[src/rtl/vec_issue_control_if.sv]
// Issue-control handshake bundle: instruction offer, memory ack and registered control outputs.
// slave = issue controller side, master = instruction source / datapath side.
interface vec_issue_control_if #(
  parameter int IDXW = 3
);
  logic            instr_valid_i;
  logic            instr_ready_o;
  logic [6:0]      opcode_i;
  logic            mem_ack_i;
  logic [1:0]      ALUOp_o;
  logic            ALUSrc_o;
  logic            RegWrite_o;
  logic            MemRead_o;
  logic            MemWrite_o;
  logic            MemtoReg_o;
  logic            immSelect_o;
  logic            vec_o;
  logic [IDXW-1:0] elem_idx_o;
  logic            ctrl_valid_o;
  logic            done_o;
  logic            timeout_o;

  modport master (
    output instr_valid_i, opcode_i, mem_ack_i,
    input  instr_ready_o, ALUOp_o, ALUSrc_o, RegWrite_o, MemRead_o, MemWrite_o,
           MemtoReg_o, immSelect_o, vec_o, elem_idx_o, ctrl_valid_o, done_o, timeout_o
  );

  modport slave (
    input  instr_valid_i, opcode_i, mem_ack_i,
    output instr_ready_o, ALUOp_o, ALUSrc_o, RegWrite_o, MemRead_o, MemWrite_o,
           MemtoReg_o, immSelect_o, vec_o, elem_idx_o, ctrl_valid_o, done_o, timeout_o
  );
endinterface

[src/rtl/vec_issue_control.sv]
// Vector-aware issue control: decodes an opcode into registered datapath controls; CTRL_ILLEGAL_TRAP_EN adds illegal_o.
// Latency: 1 cycle accept-to-ctrl_valid_o; ALU 1 beat, VEC NUM_ELEMS/LANES beats, MEM until ack or MEM_TIMEOUT.
// Backpressure: instr_ready_o high only in IDLE or a retiring (done_o) cycle; offers at other times are ignored.
module vec_issue_control #(
  parameter int NUM_ELEMS   = 8,
  parameter int LANES       = 2,
  parameter int MEM_TIMEOUT = 15
) (
  input  logic clk_i,
  input  logic rst_ni,
`ifdef CTRL_ILLEGAL_TRAP_EN
  output logic illegal_o,
`endif
  vec_issue_control_if.slave bus
);
  localparam int IDXW  = (NUM_ELEMS > 1) ? $clog2(NUM_ELEMS) : 1;
  localparam int BEATS = NUM_ELEMS / LANES;

  typedef enum logic [1:0] {IDLE, ALU, MEM, VEC} state_t;

  typedef struct packed {
    logic [1:0] alu_op;
    logic       alu_src;
    logic       reg_write;
    logic       mem_read;
    logic       mem_write;
    logic       mem_to_reg;
    logic       imm_sel;
  } ctrl_t;

  state_t          state_q, state_d, dec_state;
  ctrl_t           ctrl_q, ctrl_d, dec_ctrl;
  logic [IDXW-1:0] idx_q, idx_d;
  logic [7:0]      cnt_q, cnt_d;
  logic            vec_q, vec_d;
  logic            valid_q, valid_d;
  logic            done_q, done_d;
  logic            tmo_q, tmo_d;
  logic            rdy_q, rdy_d;
  logic            accept;
  logic            tmo_hit;
`ifdef CTRL_ILLEGAL_TRAP_EN
  logic            dec_ill;
  logic            ill_q;
`endif

  assign accept  = bus.instr_valid_i & rdy_q;
  // cnt_q holds MEM cycles already shown; timeout becomes visible on cycle MEM_TIMEOUT
  assign tmo_hit = (int'(cnt_q) + 2 == MEM_TIMEOUT);

  always_comb begin
    dec_ctrl  = '0;
    dec_state = ALU;
`ifdef CTRL_ILLEGAL_TRAP_EN
    dec_ill   = 1'b0;
`endif
    case (bus.opcode_i)
      7'b0010011: dec_ctrl = ctrl_t'(8'b11_1_1_0_0_0_0);
      7'b0110011: dec_ctrl = ctrl_t'(8'b10_0_1_0_0_0_0);
      7'b1100011: dec_ctrl = ctrl_t'(8'b01_1_0_0_0_0_0);
      7'b0000011: begin dec_ctrl = ctrl_t'(8'b00_1_1_1_0_1_0); dec_state = MEM; end
      7'b0100011: begin dec_ctrl = ctrl_t'(8'b00_1_0_0_1_0_1); dec_state = MEM; end
      7'b1010111: begin dec_ctrl = ctrl_t'(8'b00_0_1_0_0_0_0); dec_state = VEC; end
      default: begin
`ifdef CTRL_ILLEGAL_TRAP_EN
        dec_ill  = 1'b1;
`else
        dec_ctrl = ctrl_t'(8'b11_1_0_0_0_0_0);
`endif
      end
    endcase
  end

  always_comb begin
    state_d = state_q;
    ctrl_d  = ctrl_q;
    idx_d   = idx_q;
    cnt_d   = cnt_q;
    vec_d   = vec_q;
    valid_d = valid_q;
    done_d  = 1'b0;
    tmo_d   = 1'b0;
    rdy_d   = 1'b0;
    if (accept) begin
      state_d = dec_state;
      ctrl_d  = dec_ctrl;
      idx_d   = '0;
      cnt_d   = '0;
      vec_d   = (dec_state == VEC);
      valid_d = 1'b1;
      case (dec_state)
        ALU:     done_d = 1'b1;
        VEC:     done_d = (BEATS == 1);
        MEM: begin
          done_d = (MEM_TIMEOUT == 1);
          tmo_d  = (MEM_TIMEOUT == 1);
        end
        default: done_d = 1'b0;
      endcase
      rdy_d = done_d;
    end else if (state_q == IDLE || done_q) begin
      state_d = IDLE;
      ctrl_d  = '0;
      idx_d   = '0;
      cnt_d   = '0;
      vec_d   = 1'b0;
      valid_d = 1'b0;
      rdy_d   = 1'b1;
    end else if (state_q == MEM) begin
      // an ack sampled on the same edge as the timeout retires normally
      cnt_d  = cnt_q + 8'd1;
      done_d = bus.mem_ack_i | tmo_hit;
      tmo_d  = tmo_hit & ~bus.mem_ack_i;
      rdy_d  = done_d;
    end else if (state_q == VEC) begin
      idx_d  = idx_q + IDXW'(LANES);
      done_d = (int'(idx_q) + 2 * LANES >= NUM_ELEMS);
      rdy_d  = done_d;
    end
  end

  always_ff @(posedge clk_i or negedge rst_ni) begin
    if (!rst_ni) begin
      state_q <= IDLE;
      ctrl_q  <= '0;
      idx_q   <= '0;
      cnt_q   <= '0;
      vec_q   <= 1'b0;
      valid_q <= 1'b0;
      done_q  <= 1'b0;
      tmo_q   <= 1'b0;
      rdy_q   <= 1'b0;
    end else begin
      state_q <= state_d;
      ctrl_q  <= ctrl_d;
      idx_q   <= idx_d;
      cnt_q   <= cnt_d;
      vec_q   <= vec_d;
      valid_q <= valid_d;
      done_q  <= done_d;
      tmo_q   <= tmo_d;
      rdy_q   <= rdy_d;
    end
  end

`ifdef CTRL_ILLEGAL_TRAP_EN
  // illegal opcodes always retire in a single ALU cycle, so the flag lasts one cycle
  always_ff @(posedge clk_i or negedge rst_ni) begin
    if (!rst_ni) ill_q <= 1'b0;
    else         ill_q <= accept & dec_ill;
  end
  assign illegal_o = ill_q;
`endif

  assign bus.instr_ready_o = rdy_q;
  assign bus.ALUOp_o       = ctrl_q.alu_op;
  assign bus.ALUSrc_o      = ctrl_q.alu_src;
  assign bus.RegWrite_o    = ctrl_q.reg_write;
  assign bus.MemRead_o     = ctrl_q.mem_read;
  assign bus.MemWrite_o    = ctrl_q.mem_write;
  assign bus.MemtoReg_o    = ctrl_q.mem_to_reg;
  assign bus.immSelect_o   = ctrl_q.imm_sel;
  assign bus.vec_o         = vec_q;
  assign bus.elem_idx_o    = idx_q;
  assign bus.ctrl_valid_o  = valid_q;
  assign bus.done_o        = done_q;
  assign bus.timeout_o     = tmo_q;
endmodule

[src/flat_wrapper.sv]
// flat-port wrapper written by rule: the top's interface ports become plain ports
module vec_issue_control_flat 
#(
  parameter int NUM_ELEMS   = 8,
  parameter int LANES       = 2,
  parameter int MEM_TIMEOUT = 15
)
  (clk_i, rst_ni, bus_instr_valid_i, bus_opcode_i, bus_mem_ack_i, bus_instr_ready_o, bus_ALUOp_o, bus_ALUSrc_o, bus_RegWrite_o, bus_MemRead_o, bus_MemWrite_o, bus_MemtoReg_o, bus_immSelect_o, bus_vec_o, bus_elem_idx_o, bus_ctrl_valid_o, bus_done_o, bus_timeout_o);
  vec_issue_control_if #(.IDXW((3))) bus_i ();
  input  logic clk_i;
  input  logic rst_ni;
  input wire logic [$bits(bus_i.instr_valid_i)-1:0] bus_instr_valid_i;
  input wire logic [$bits(bus_i.opcode_i)-1:0] bus_opcode_i;
  input wire logic [$bits(bus_i.mem_ack_i)-1:0] bus_mem_ack_i;
  output wire logic [$bits(bus_i.instr_ready_o)-1:0] bus_instr_ready_o;
  output wire logic [$bits(bus_i.ALUOp_o)-1:0] bus_ALUOp_o;
  output wire logic [$bits(bus_i.ALUSrc_o)-1:0] bus_ALUSrc_o;
  output wire logic [$bits(bus_i.RegWrite_o)-1:0] bus_RegWrite_o;
  output wire logic [$bits(bus_i.MemRead_o)-1:0] bus_MemRead_o;
  output wire logic [$bits(bus_i.MemWrite_o)-1:0] bus_MemWrite_o;
  output wire logic [$bits(bus_i.MemtoReg_o)-1:0] bus_MemtoReg_o;
  output wire logic [$bits(bus_i.immSelect_o)-1:0] bus_immSelect_o;
  output wire logic [$bits(bus_i.vec_o)-1:0] bus_vec_o;
  output wire logic [$bits(bus_i.elem_idx_o)-1:0] bus_elem_idx_o;
  output wire logic [$bits(bus_i.ctrl_valid_o)-1:0] bus_ctrl_valid_o;
  output wire logic [$bits(bus_i.done_o)-1:0] bus_done_o;
  output wire logic [$bits(bus_i.timeout_o)-1:0] bus_timeout_o;
  assign bus_i.instr_valid_i = bus_instr_valid_i;
  assign bus_i.opcode_i = bus_opcode_i;
  assign bus_i.mem_ack_i = bus_mem_ack_i;
  assign bus_instr_ready_o = bus_i.instr_ready_o;
  assign bus_ALUOp_o = bus_i.ALUOp_o;
  assign bus_ALUSrc_o = bus_i.ALUSrc_o;
  assign bus_RegWrite_o = bus_i.RegWrite_o;
  assign bus_MemRead_o = bus_i.MemRead_o;
  assign bus_MemWrite_o = bus_i.MemWrite_o;
  assign bus_MemtoReg_o = bus_i.MemtoReg_o;
  assign bus_immSelect_o = bus_i.immSelect_o;
  assign bus_vec_o = bus_i.vec_o;
  assign bus_elem_idx_o = bus_i.elem_idx_o;
  assign bus_ctrl_valid_o = bus_i.ctrl_valid_o;
  assign bus_done_o = bus_i.done_o;
  assign bus_timeout_o = bus_i.timeout_o;
  vec_issue_control #(.NUM_ELEMS(NUM_ELEMS), .LANES(LANES), .MEM_TIMEOUT(MEM_TIMEOUT)) u_core (.clk_i(clk_i), .rst_ni(rst_ni), .bus(bus_i));
endmodule
[config.mk]
export PLATFORM = sky130hd
export DESIGN_NAME = vec_issue_control_flat
export DESIGN_NICKNAME = d
export VERILOG_FILES = /design/src/rtl/vec_issue_control_if.sv /design/src/rtl/vec_issue_control.sv /design/src/flat_wrapper.sv
export SDC_FILE = /design/constraint.sdc
export NUM_CORES = 1
export LEC_CHECK = 0
export BUFFER_PORTS_ARGS = -buffer_cell sky130_fd_sc_hd__buf_4
export CELL_PAD_IN_SITES_DETAIL_PLACEMENT = 2
export CELL_PAD_IN_SITES_GLOBAL_PLACEMENT = 2
export CORE_MARGIN = 2
export CORE_UTILIZATION = 30
export DETAILED_ROUTE_END_ITERATION = 10
export GPL_ROUTABILITY_DRIVEN = 0
export PLACE_DENSITY = 0.76
export SLEW_MARGIN = 30
export SYNTH_ARGS = -nofsm -noshare
export SYNTH_HDL_FRONTEND = slang
export SYNTH_SLANG_ARGS = --single-unit
[constraint.sdc]
create_clock -name clk_i -period 1.51 [get_ports clk_i]
set_input_delay 0.0755 -clock clk_i [delete_from_list [all_inputs] [get_ports clk_i]]
set_output_delay 0.0755 -clock clk_i [all_outputs]
set_load 0.02 [all_outputs]
==> Word level (Yosys, flattened, before mapping) <==
Index checks and enable logic that the tools add are counted.
{ "totals": {"reg_bits": 26, "wordCells": 69} }
{ "classes": {"add_sub_neg": 4, "magnitude_cmp": 1, "eq_ne": 12, "n_mux": 26, "bitwise": 4, "reduce_logical": 7} }
{ "ops": {"columns": ["cell", "n"], "rows": [
  ["one-hot mux 8 bit (6 select lines)", 1],
  ["2-to-1 mux 8 bit", 5],
  ["equality test 32 x 5 -> 1 bit (second input constant)", 1],
  ["greater-or-equal comparator 32 x 5 -> 1 bit (second input constant)", 1],
  ["equality test 7 x 6 -> 1 bit (second input constant)", 2],
  ["equality test 7 bit (second input constant)", 2],
  ["2-to-1 mux 1 bit", 13],
  ["2-to-1 mux 3 bit", 4],
  ["adder 8 x 2 -> 9 bit (second input constant)", 1],
  ["adder 8 x 1 -> 8 bit (second input constant)", 1],
  ["equality test 7 x 2 -> 1 bit (second input constant)", 1],
  ["equality test 7 x 5 -> 1 bit (second input constant)", 1],
  ["equality test 2 bit (second input constant)", 3],
  ["nonzero test 3 bit", 2],
  ["adder 3 x 3 -> 4 bit (second input constant)", 1],
  ["2-to-1 mux 2 bit", 2],
  ["one-hot mux 2 bit (2 select lines)", 1],
  ["adder 3 x 2 -> 3 bit (second input constant)", 1],
  ["!= test 3 x 1 -> 1 bit (second input constant)", 1],
  ["bitwise AND 1 bit", 2],
  ["equality test 2 x 1 -> 1 bit (second input constant)", 1],
  ["zero test 2 bit", 1],
  ["AND reduction 2 bit", 1],
  ["nonzero test 2 bit", 1],
  ["other kinds (4)", 4]
]} }

==> Logic depth before layout (Yosys ltp) <==
Gate-level depths: netlist of run 1.
{ "depth": {"depth_word": 6, "ltp_mapped": 6, "mapped_depth_nobuf": 5} }

==> Worst setup path before layout of run 1 <==
No wires, ideal clock.
{ "synth_path": {"path_kind": "register to register", "startpoint": "reg u_core.cnt_q[1]", "endpoint": "reg u_core.done_q (netlist: u_core.bus.done_o)", "setup_time_ps": 73, "arrival_ps": 1364, "t_required_ps": 1437, "slack_ps": 73, "path_stages_with_launch": 6, "path_buffers": 0, "path_cell_list": "dfrtp_1 ha_1 a21oi_2 nand4_1 a2111o_1 a21oi_2"} }
{ "synth_via": {"elab_chain_cells": 6} }
{ "synth_rtl": {"columns": ["element", "line_no", "source"], "rows": [
  ["start, declared", "vec_issue_control.sv:34", "logic [7:0] cnt_q, cnt_d;"],
  ["start signal, assigned", "vec_issue_control.sv:137", "cnt_q <= cnt_d;"],
  ["adder 8 x 2 -> 9 bit", "vec_issue_control.sv:49", "assign tmo_hit = (int'(cnt_q) + 2 == MEM_TIMEOUT);"],
  ["equality test 32 x 5 -> 1 bit", "vec_issue_control.sv:49", null],
  ["OR 1 bit", "vec_issue_control.sv:112", "done_d = bus.mem_ack_i | tmo_hit;"],
  ["2-to-1 mux 1 bit", "vec_issue_control.sv:109", "end else if (state_q == MEM) begin"],
  ["2-to-1 mux 1 bit", "vec_issue_control.sv:101", "end else if (state_q == IDLE || done_q) begin"],
  ["2-to-1 mux 1 bit", "vec_issue_control.sv:84", "if (accept) begin"],
  ["named net u_core.done_d", "vec_issue_control.sv:37", "logic done_q, done_d;"],
  ["end signal, assigned", "vec_issue_control.sv:140", "done_q <= done_d;"],
  ["end, declared", "vec_issue_control.sv:37", null]
]} }
The timed path passes the listed nets, and every way through them passes these cells.
A chain may end at the register's enable or synchronous reset.

==> Worst setup path in the final report of run 1 <==
{ "layout_path": {"startpoint": "reg u_core.cnt_q[1]", "endpoint": "reg u_core.tmo_q (netlist: u_core.bus.timeout_o)"} }
{ "layout_via": {"elab_chain_cells": 6} }
{ "layout_rtl": {"columns": ["element", "line_no", "source"], "rows": [
  ["adder 8 x 2 -> 9 bit", "vec_issue_control.sv:49", null],
  ["equality test 32 x 5 -> 1 bit", "vec_issue_control.sv:49", null],
  ["bitwise AND 1 bit", "vec_issue_control.sv:113", "tmo_d = tmo_hit & ~bus.mem_ack_i;"],
  ["2-to-1 mux 1 bit", "vec_issue_control.sv:109", null],
  ["2-to-1 mux 1 bit", "vec_issue_control.sv:101", null],
  ["2-to-1 mux 1 bit", "vec_issue_control.sv:84", null],
  ["named net u_core.tmo_d", "vec_issue_control.sv:38", "logic tmo_q, tmo_d;"],
  ["end signal, assigned", "vec_issue_control.sv:141", "tmo_q <= tmo_d;"],
  ["end, declared", "vec_issue_control.sv:38", null]
]} }
The timed path passes the listed nets, and every way through them passes these cells.

==> impl_results.md, run 1 <==
* PortBufs at 25
* Vias in the first global route at 1236
* TritonCTS buffer count at 3
* DP Worst Slack at -0.00137 ns
* Required @ worst endpoint at 1.69 ns
* Clk_lat worst skew at roughly 0.26 ns
* Failing checks: negative setup slack
* Die width at 69.3 µm
* CTS max path bufs at 2
* Outcome: complete, but fails checks
* Worst setup margin at -0.0101 ns
* Max-slew violation count at 0
* Via density at between 5 and 6
* Initial antenna violation count at 0
* Post-route clock period utilization at 101%
* Area of the multi-input gates at 647 µm²
* Clk pin slew, worst setup/hold paths at around 0.080 ns
* DR vias at approximately 1100
* Period minus WS final at 1.52 ns
* Clk sinks at 23
* Syn_nets at approximately 140
* CP Cell Sequence: ha_4, a21oi_2, nand4_1, a211o_2, nor3_2
* Leak at about 0.75 nW
* Grt peak-use layer: met2
* DRC at 0
* Final setup viols at 1
* Fillers at 445
* Setup TNS at -0.0101 ns
* Post-DR wirelength/cell at 16.4 µm
* Cell with the largest stage delay on the worst path: dfrtp_1
* # IOs at 27
* Kind of critical path: reg2reg
* FMAX at between 600 and 700 MHz
* Final hold violations at 0
* CP arrival at 1.70 ns
* RSZ-0062 raised after global routing: true
* Worst min-delay path category: in2reg
* Share of the synthesized area in the top cell type at 45.0%
* Register area share after synthesis at 45.0%
* Flops & latches, synth at 23
* TritonCTS clock tree: yes
* Area contributors post-synth: dfrtp_1 (45%), nor2_1 (4.1%), nand2_1 (3.8%), a21oi_1 (3.5%), buf_6 (3.5%)
* Final WL at around 3.4 mm
* Area delta synth->final at 24.5%
* Fin Hold WS at 0.0718 ns
* Die H at 69.3 µm
* Core Region at between 4000 and 5000 µm²
* Avg Cell Area, Syn at 9.99 µm²
* Warnings from Yosys at 0
* Root buf cell: clkbuf_8
* Sequential cell area at 577 µm²
* Max incr delay on CP at 0.43 ns
* Initial core utilization at a little under a third
* CP delay by family, top: compound AO/OA/AOI/OAI gates
* Dpl hpwl at 2.62 mm
* Mapped Cells at 128
* Pwr Density at 876 nW/µm²
* Drt first pass iters at 4
* Crit. End Element: flip-flop
* Largest fanout on the critical path at 4
* Fraction of layout cells with a size suffix above 1 at about a third
* Max-cap check violation count at 0
* R2r setup slk at -0.01 ns
* Dpl cells at 199
* Diode count at 0
* Setup Skew at approximately 0.0010 ns
* Total design power at roughly 1.4 mW
* Dominant cell type by area after synthesis: dfrtp_1
* Critical Path Start Type: flip-flop
* Met2 GRT Util at 28.5%
* Crit path buffers/inverters at 0
* Mapped cell area at 1280 µm²
* ANT nets after route at 0
* Largest net degree at the start of global routing at 24
* Maximum vdd drop at 266 µV
* Met1 Use GR at 18.1%
* Htree depth at 1
* GR met3 Demand/Resource at 1.74%
* Nets at 171
* Total congestion overflow at 0
* Total track usage at 15.3%
* Final cell count without fillers at 206
* First-pass GRT wire length at 6.02 mm
* Die ar. at about 4800 µm²
* Netlist cell types at 41
* DRT iter0 DRCs at 36
* # rows at 23
layout make-up:
| type | instances | share of cell area, % |
|---|---|---|
| Sequential cell | 23 | 36.2 |
| Inverter | 3 | 0.708 |
| Multi-Input combinational cell | 94 | 40.6 |
| Tap cell | 50 | 3.93 |
| Timing Repair Buffer | 32 | 15.6 |
| Clock buffer | 4 | 2.83 |
power breakdown:
group | total (mW) | internal, mW | switching, mW
registers | 0.696 | 0.656 | 0.0403
clock network | 0.388 | 0.188 | 0.200
logic | 0.310 | 0.134 | 0.176
total | 1.39 | 0.978 | 0.416
state kept, by name, indices dropped and copies added, names as in the netlist, 2 cells and up:
name,count
u_core.cnt_q,8
u_core.bus.ALUOp_o,2
u_core.bus.elem_idx_o,2
u_core.state_q,2
worst register-to-register path, delay by kind of cell, from the launching register on:
family | cells | cell delay, ns
flip-flops | 1 | 0.43
adder cells (fa/ha/maj) | 1 | 0.19
AO/OA/AOI/OAI | 2 | 0.48
AND/OR/NAND/NOR | 2 | 0.34
what timing repair did:
action / in CTS / in global routing
setup endpoints to repair: 1 / 12
cloned: 0 / 0
gates resized for setup: 1 / 7
buffers inserted: 0 / 1
hold buffers: 2 / 0
endpoints found under the hold margin: 24 / 0
pin swaps: 0 / 7
worst paths after layout:
check / from / endpoint / depth (start not counted)
max: u_core.cnt_q[1]$_DFFE_PN0P_ / u_core.bus.timeout_o$_DFF_PN0_ / 5
min: bus_opcode_i[5] / u_core.bus.immSelect_o$_DFFE_PN0P_ / 2
max reg2reg: u_core.cnt_q[1]$_DFFE_PN0P_ / u_core.bus.timeout_o$_DFF_PN0_ / 5
min reg2reg: u_core.bus.ALUSrc_o$_DFFE_PN0P_ / u_core.bus.ALUSrc_o$_DFFE_PN0P_ / 1
max in group asynchronous: rst_ni / u_core.cnt_q[0]$_DFFE_PN0P_ / 2
min in group asynchronous: rst_ni / u_core.cnt_q[6]$_DFFE_PN0P_ / 2
layout by cell type (no fill, tap or decap), types with 2 or more instances in the layout:
| cell | instances |
|---|---|
| a21o_1 | 4 |
| a21oi_1 | 9 |
| a21oi_2 | 3 |
| a22o_1 | 2 |
| a31oi_1 | 2 |
| buf_4 | 29 |
| clkbuf_8 | 3 |
| dfrtp_1 | 22 |
| dlygate4sd3_1 | 2 |
| ha_4 | 2 |
| inv_1 | 2 |
| nand2_1 | 12 |
| nand2_2 | 3 |
| nand2b_1 | 3 |
| nand3_1 | 2 |
| nand4_1 | 3 |
| nor2_1 | 14 |
| nor3_1 | 3 |
| o21ai_0 | 4 |
| or3_1 | 2 |
| xnor2_1 | 3 |
| xor2_1 | 3 |
kinds of logic after synthesis:
group / synth area share, %
and+or+nand+nor: 23.5
AOI/OAI and AO/OA: 16.7
DFF: 45.0
buffers and inverters: 6.55
xor gates and xnor gates: 4.11
adders and majority gates: 2.94
other: 0.293
muxes: 0.881
metal layers:
layer	wire, µm	part of all wire, %
met1	1470	44
met2	1810	54
met3	61	1.8
met4	36	1.1
met5	0	0
per-stage QoR:
| stage | cell area (µm²) | util [%] |
|---|---|---|
| after floorplan | 1280 | - |
| after global placement | 1490 | 36.6 |
| after detailed placement | 1490 | 36.6 |
| after CTS | 1550 | 38.3 |
| after global routing | 1590 | 39.2 |
| final | 1590 | 39.2 |
synth_stat cells, drive strengths merged:
library cell  number
a21oi             12
or3                2
conb               1
o21ba              1
a211o              2
nand3b             2
and2               2
mux2               1
xor2               3
inv                3
a21o               4
xnor2              3
o221ai             1
a31oi              2
dfrtp             23
buf                8
nor4               1
and3b              1
o22ai              1
o21ai              4
ha                 3
o21a               1
nand2             15
nor3               4
nand3              2
nand4              3
a22o               2
or2                1
a2111o             1
nor2              15
nand2b             4
Note: power is estimated with default switching activity, not from simulation.
==> inputs of run 2 (changes only) <==
--- a/config.mk
+++ b/config.mk
@@ -5,14 +5,15 @@
 export SDC_FILE = /design/constraint.sdc
 export NUM_CORES = 1
 export LEC_CHECK = 0
+export ABC_AREA = 1
 export BUFFER_PORTS_ARGS = -buffer_cell sky130_fd_sc_hd__buf_4
 export CELL_PAD_IN_SITES_DETAIL_PLACEMENT = 2
 export CELL_PAD_IN_SITES_GLOBAL_PLACEMENT = 2
 export CORE_MARGIN = 2
-export CORE_UTILIZATION = 30
+export CORE_UTILIZATION = 27
 export DETAILED_ROUTE_END_ITERATION = 10
 export GPL_ROUTABILITY_DRIVEN = 0
-export PLACE_DENSITY = 0.76
+export PLACE_DENSITY = 0.77
 export SLEW_MARGIN = 30
 export SYNTH_ARGS = -nofsm -noshare
 export SYNTH_HDL_FRONTEND = slang
==> run 2 against run 1 <==
- the run now ends clean
- critical path depth is 6 higher
- clock-buffer cell count unchanged
- utilization decreased by 3.1 points
- synthesized cell count increased by 22%
- register-to-register slack improved by 0.08 ns
- sequential power fell by 5.5%
- first-iteration DRC count shrank 14%
- cell count grew 17%
- hold slack worse by 0.052 ns
- critical path type unchanged
- largest power group unchanged
- area after synthesis decreased by 1.2%
- sequential share of layout area is 0.18 points lower
- flip-flop and latch count stayed put
==> impl_results.md, run 2 <==
* Outcome: finished clean
* Area delta synth->final at 27.1%
* Flops & latches, synth at 23
* CP arrival at 1.65 ns
* Dominant cell type by area after synthesis: dfrtp_1
* Die H at 72.4 µm
* Avg Cell Area, Syn at 8.10 µm²
* Core Region at 4440 µm²
* Clk sinks at 23
* Post-synthesis async set-or-reset flop share at 100%
* Nets at 203
* Post-synthesis compound-gate area fraction at 12.3%
* Vias in the first global route at approximately 1300
* Fin Hold WS at between 0.02 and 0.025 ns
* Htree depth at 1
* Total design power at 1.25 mW
* Max reg flops at 8
* Dominant synthesized flop cell: dfrtp_1
* Main combinational cell family by area after synthesis: simple AND/OR/NAND/NOR gates
* Commonest non-fill, non-tap cell in the layout: nand2_1
* Total track usage at between 10% and 20%
* Warnings from Yosys at 0
* CP Cell Sequence: ha_4, inv_2, nor2_2, nand2_1, nor2_1, nand3_1, nand2_1, nand2_1, nand3_1, nand2_1, inv_1
* Number of synthesized flops with an enable pin at 0
* Worst min-delay path category: in2reg
* Total congestion overflow at 0
* Crit. End Element: flip-flop
* Share of the synthesized area in the top cell type at 45.5%
* Largest fanout on the critical path at 4
* Mapped Cells at 156
* Drt first pass iters at 3
* Fraction of layout cells with a size suffix above 1 at 29.3%
* Fillers at 514
* Sequential cell area at about 580 µm²
* First-pass GRT wire length at 6.13 mm
* Period minus WS final at 1.44 ns
* Post-DR wirelength/cell at 14.5 µm
* Cell with the largest stage delay on the worst path: dfrtp_2
* Leak at 0.816 nW
* FMAX at 694 MHz
* Dpl hpwl at around 2.7 mm
* TritonCTS clock tree: yes
* Diode count at 0
* Area contributors post-synth: dfrtp_1 (46%), nand2_1 (13%), inv_1 (4.8%), nor2_1 (4.5%), nand3_1 (4.0%)
* Required @ worst endpoint at roughly 1.7 ns
* DP Worst Slack at 0.00807 ns
* Netlist cell types at 30
* Initial antenna violation count at 0
* Final setup viols at 0
* Max-slew violation count at 0
* DR vias at 1155
* Post-synth top cells: nand2_1 (43), dfrtp_1 (23), inv_1 (16), nor2_1 (15), nand3_1 (10)
* Commonest non-fill, non-tap cells in the layout: nand2_1 (43), buf_4 (31), dfrtp_1 (20)
* Kind of critical path: reg2reg
* Initial core utilization at 28.4%
* RSZ-0062 raised after global routing: true
* PortBufs at 25
* # IOs at 27
* Max-cap check violation count at 0
* Final hold violations at 0
* Final WL at 3.47 mm
* Register area share after synthesis at 45.5%
* Dpl cells at about 230
* Count leader, synth: nand2_1
* Pwr Density at 778 nW/µm²
* Adder and majority gate portion of the synthesized area at 2.97%
* Area of the multi-input gates at between 500 and 600 µm²
* Via density at 4.81
* Final cell count without fillers at 240
* DRC at 0
* Maximum vdd drop at 342 µV
* Mapped cell area at 1260 µm²
* Post-route clock period utilization at 95.4%
* CTS max path bufs at 2
* # rows at 24
* Most frequent cell on the critical path: nand2_1
* Syn_nets at 170
* Worst setup margin at between 0.06 and 0.07 ns
* Critical Path Start Type: flip-flop
* Max incr delay on CP at around 0.46 ns
* Die width at 72.4 µm
* TritonCTS buffer count at 3
* Clk_lat worst skew at 0.26 ns
* Setup Skew at around 0.0019 ns
* Clk pin slew, worst setup/hold paths at 0.08 ns
* Mux contribution to synthesized area at 0%
* Reg with most FFs: u_core.cnt_q
* Largest net degree at the start of global routing at 24
* Post-Synth XOR/XNOR Area at 1.39%
* Root buf cell: clkbuf_8
* Die ar. at 5240 µm²
* ANT nets after route at 0
* Synth Area in Simple Gates at 28.8%
* DRT iter0 DRCs at 31
## run 2: cell count changes in the layout (fill, tap and decap cells not counted), moves of 4 or more
cell     change
nand2_1     +31
a21oi_1      -6
inv_1       +12
nand3_1      +8
inv_2        +4
## run 2: power breakdown
part | internal [mW] | switching, mW | leakage (nW) | total (mW)
combinational | 0.0846 | 0.120 | 0.493 | 0.204
sequential | 0.639 | 0.0195 | 0.300 | 0.658
clock | 0.188 | 0.200 | 0.0228 | 0.388
total | 0.911 | 0.339 | 0.816 | 1.25
## run 2: layer usage
| layer | GRT usage (%) | part of all wire [%] |
|---|---|---|
| met1 | 18.3 | 43 |
| met4 | 2.47 | 0.40 |
| met5 | 0 | 0 |
| met2 | 27.2 | 53 |
| met3 | 2.50 | 2.7 |
## run 2: kinds of logic after synthesis
family | after synthesis
adders and majority gates | 3
other | 1
xor gates and xnor gates | 2
and+or+nand+nor | 80
DFF | 23
AOI/OAI and AO/OA | 23
buffers and inverters | 24
## run 2: cell type report
class | count | share of cell area, %
Tap cell | 52 | 4.05
Clock buffer | 4 | 2.80
Timing Repair Buffer | 33 | 15.7
Sequential cell | 23 | 36.1
Multi-Input combinational cell | 109 | 36.9
Inverter | 19 | 4.44
## run 2: critical path, delay by kind of cell, from the launching register on
family / cells / cell delay, ns
adders and majority gates: 1 / 0.28
and+or+nand+nor: 8 / 0.58
DFF: 1 / 0.46
buffers and inverters: 2 / 0.07
## run 2: final timing paths
kind / end / startpoint / slack, ns / cells after the start
worst max-delay path: u_core.bus.instr_ready_o$_DFF_PN0_ / u_core.cnt_q[1]$_DFFE_PN0P_ / 0.07 / 11
worst min register to register: u_core.bus.ALUOp_o[0]$_DFFE_PN0P_ / u_core.bus.ALUOp_o[0]$_DFFE_PN0P_ / 0.50 / 2
worst min-delay path: u_core.bus.MemtoReg_o$_DFFE_PN0P_ / bus_opcode_i[5] / 0.02 / 2
min in group asynchronous: u_core.bus.timeout_o$_DFF_PN0_ / rst_ni / 0.25 / 2
max in group asynchronous: u_core.cnt_q[0]$_DFFE_PN0P_ / rst_ni / 1.00 / 2
worst max register to register: u_core.bus.instr_ready_o$_DFF_PN0_ / u_core.cnt_q[1]$_DFFE_PN0P_ / 0.07 / 11
## run 2: what timing repair did
item                       4_1_cts  5_1_grt
pin swaps                        0        4
gates resized for setup          1        6
hold buffers                     2        0
setup endpoints to repair        1        5
setup buffers                    0        2
hold endpoints to repair        24        0
## run 2: through the flow
stage	utilization [%]	cell area, µm²	setup TNS [ns]
after floorplan	-	1260	0
after global placement	33.9	1510	0
after detailed placement	33.9	1510	0
after CTS	35.4	1570	0
after global routing	36.1	1610	-0.154
final	36.1	1610	0
==> inputs of run 3 (changes only) <==
--- a/config.mk
+++ b/config.mk
@@ -10,10 +10,10 @@
 export CELL_PAD_IN_SITES_DETAIL_PLACEMENT = 2
 export CELL_PAD_IN_SITES_GLOBAL_PLACEMENT = 2
 export CORE_MARGIN = 2
-export CORE_UTILIZATION = 27
+export CORE_UTILIZATION = 29
+export CTS_BUF_LIST = sky130_fd_sc_hd__clkbuf_2 sky130_fd_sc_hd__clkbuf_4 sky130_fd_sc_hd__clkbuf_8
 export DETAILED_ROUTE_END_ITERATION = 10
-export GPL_ROUTABILITY_DRIVEN = 0
-export PLACE_DENSITY = 0.77
+export PLACE_DENSITY = 0.81
 export SLEW_MARGIN = 30
 export SYNTH_ARGS = -nofsm -noshare
 export SYNTH_HDL_FRONTEND = slang
==> run 3 against run 2 <==
- flip-flop and latch count stayed put
- clock-buffer cell count is 1 lower
- wire length is 1.6% higher
- largest cell class unchanged
- largest power group unchanged
==> impl_results.md, run 3 (synthesis gave the netlist of run 2 again) <==
* Outcome: finished clean
* Vias in the first global route at 1350
* Required @ worst endpoint at 1.73 ns
* Routability cong. at 0.755
* First-pass GRT wire length at 6.42 mm
* ANT nets after route at 0
* Hold path depth at 2
* Drt first pass iters at 3
* # rows at 24
* Design Area, Final at 1600 µm²
* Worst min-delay path category: in2reg
* Pwr Density at 788 nW/µm²
* DR vias at 1169
* Kind of critical path: reg2reg
* Total track usage at 16.6%
* Die ar. at 4900 µm²
* Max-cap check violation count at 0
* Worst Setup SP: u_core.cnt_q[1]$_DFFE_PN0P_
* Post-route clock period utilization at 98.1%
* DRC at 0
* Dpl hpwl at 2.74 mm
* Largest fanout on the critical path at 3
* Period minus WS final at 1.48 ns
* Hold_sp: bus_opcode_i[5]
* DRT iter0 DRCs at 56
* Most frequent cell on the critical path: nand2_1
* Cell with the largest stage delay on the worst path: dfrtp_1
* Fraction of layout cells with a size suffix above 1 at about 28%
* CTS max path bufs at 2
* CP arrival at 1.70 ns
* Post-DR wirelength/cell at 14.7 µm
* Max-slew violation count at 0
* TritonCTS buffer count at 3
* Dpl cell area at ~1500 µm²
* RSZ-0062 raised after global routing: true
* Crit. End Element: flip-flop
* Root buf cell: clkbuf_8
* R2R cell count at 11
* Diode count at 0
* Max incr delay on CP at 0.41 ns
* Leak at between 0.8 and 0.9 nW
* Total congestion overflow at 0
* FMAX at between 600 and 700 MHz
* Initial antenna violation count at 0
* Initial core utilization at 29.6%
* Final WL at approximately 3.5 mm
* Worst Hold End: u_core.bus.MemtoReg_o$_DFFE_PN0P_
* R2r setup slk at 0.03 ns
* CP Cell Sequence: ha_1, inv_1, nor2_2, nand2_1, nor2_1, nand3_1, nand2_1, nand2_2, nand2_1, nand2_1, nand2_1
* Largest net degree at the start of global routing at 24
* Die width at 70.0 µm
* Commonest non-fill, non-tap cell in the layout: nand2_1
* Final hold violations at 0
* # IOs at 27
* Reg with most FFs: u_core.cnt_q
* Maximum vdd drop at between 400 and 500 µV
* Area delta synth->final at 26.4%
* R2r startpoint: u_core.cnt_q[1]$_DFFE_PN0P_
* Htree depth at 1
* PortBufs at 25
* TritonCTS clock tree: yes
* Clk_lat worst skew at 0.27 ns
* Die H at 70.0 µm
* Clk pin slew, worst setup/hold paths at 0.09 ns
* R2R Path End: u_core.bus.done_o$_DFF_PN0_
* Nets at 203
* Setup Skew at 0.00267 ns
* Core Region at 4260 µm²
* Setup TNS at 0 ns
* Final setup viols at 0
* Total design power at 1.26 mW
* Commonest non-fill, non-tap cells in the layout: nand2_1 (42), buf_4 (31), dfrtp_1 (22)
* Max reg flops at 8
* Clk sinks at 23
* Critical Path Start Type: flip-flop
* Via density at 4.87
[run 3: timing repair]
action / CTS / global route
buffers inserted: 2 / 0
hold buffers: 2 / 0
endpoints found under the setup margin: 2 / 4
endpoints found under the hold margin: 24 / 0
gates resized for setup: 0 / 4
[run 3: stage by stage]
step / hold WS (ns) / util, % / setup WS [ns] / cells
floorplan: -0.220 / - / 0.208 / 156
global placement: -0.00976 / 35.4 / 0.119 / 232
detailed placement: 0.000550 / 35.4 / -0.0317 / 232
CTS: 0.000688 / 37.3 / -0.0106 / 240
global route: 0.00297 / 37.5 / -0.148 / 240
finish: 0.00751 / 37.5 / 0.0284 / 240
[run 3: routing by layer]
| metal | up-vias | share of wire, % | track usage (%) |
|---|---|---|---|
| li1 | 560 | - | - |
| met3 | 5 | 3.5 | 3.03 |
| met1 | 581 | 42 | 20.0 |
| met5 | - | 0 | 0 |
| met2 | 23 | 53 | 29.3 |
| met4 | 0 | 1.8 | 6.41 |
[run 3: worst max-delay path by stage]
stage,end,cells past startpoint,slack [ns]
floorplan,u_core.cnt_q[5]$_DFFE_PN0P_,5,0.21
global placement,u_core.bus.done_o$_DFF_PN0_,11,0.12
detailed placement,u_core.bus.done_o$_DFF_PN0_,11,-0.03
CTS,u_core.bus.done_o$_DFF_PN0_,11,-0.01
global route,u_core.bus.done_o$_DFF_PN0_,11,-0.15
finish,u_core.bus.done_o$_DFF_PN0_,11,0.03
[run 3: power breakdown]
part | internal, mW | total, mW | switching [mW]
logic | 0.0818 | 0.201 | 0.119
registers | 0.639 | 0.659 | 0.0200
clock network | 0.185 | 0.400 | 0.215
total | 0.906 | 1.26 | 0.354
[run 3: worst max-delay path, delay by kind of cell (launching register included)]
kind,cells,cell delay [ns]
simple gates,9,0.67
flops,1,0.41
fa+ha+maj,1,0.29
buf+inv,1,0.04
[run 3: area by class of cell]
| cell class | count | area, µm² |
|---|---|---|
| Fill cell | 513 | 2670 |
| Inverter | 19 | 71.3 |
| Tap cell | 52 | 65.1 |
| Clock buffer | 3 | 41.3 |
| Timing Repair Buffer | 33 | 253 |
| Clock inverter | 1 | 5.00 |
| Multi-Input combinational cell | 109 | 586 |
| Sequential cell | 23 | 577 |
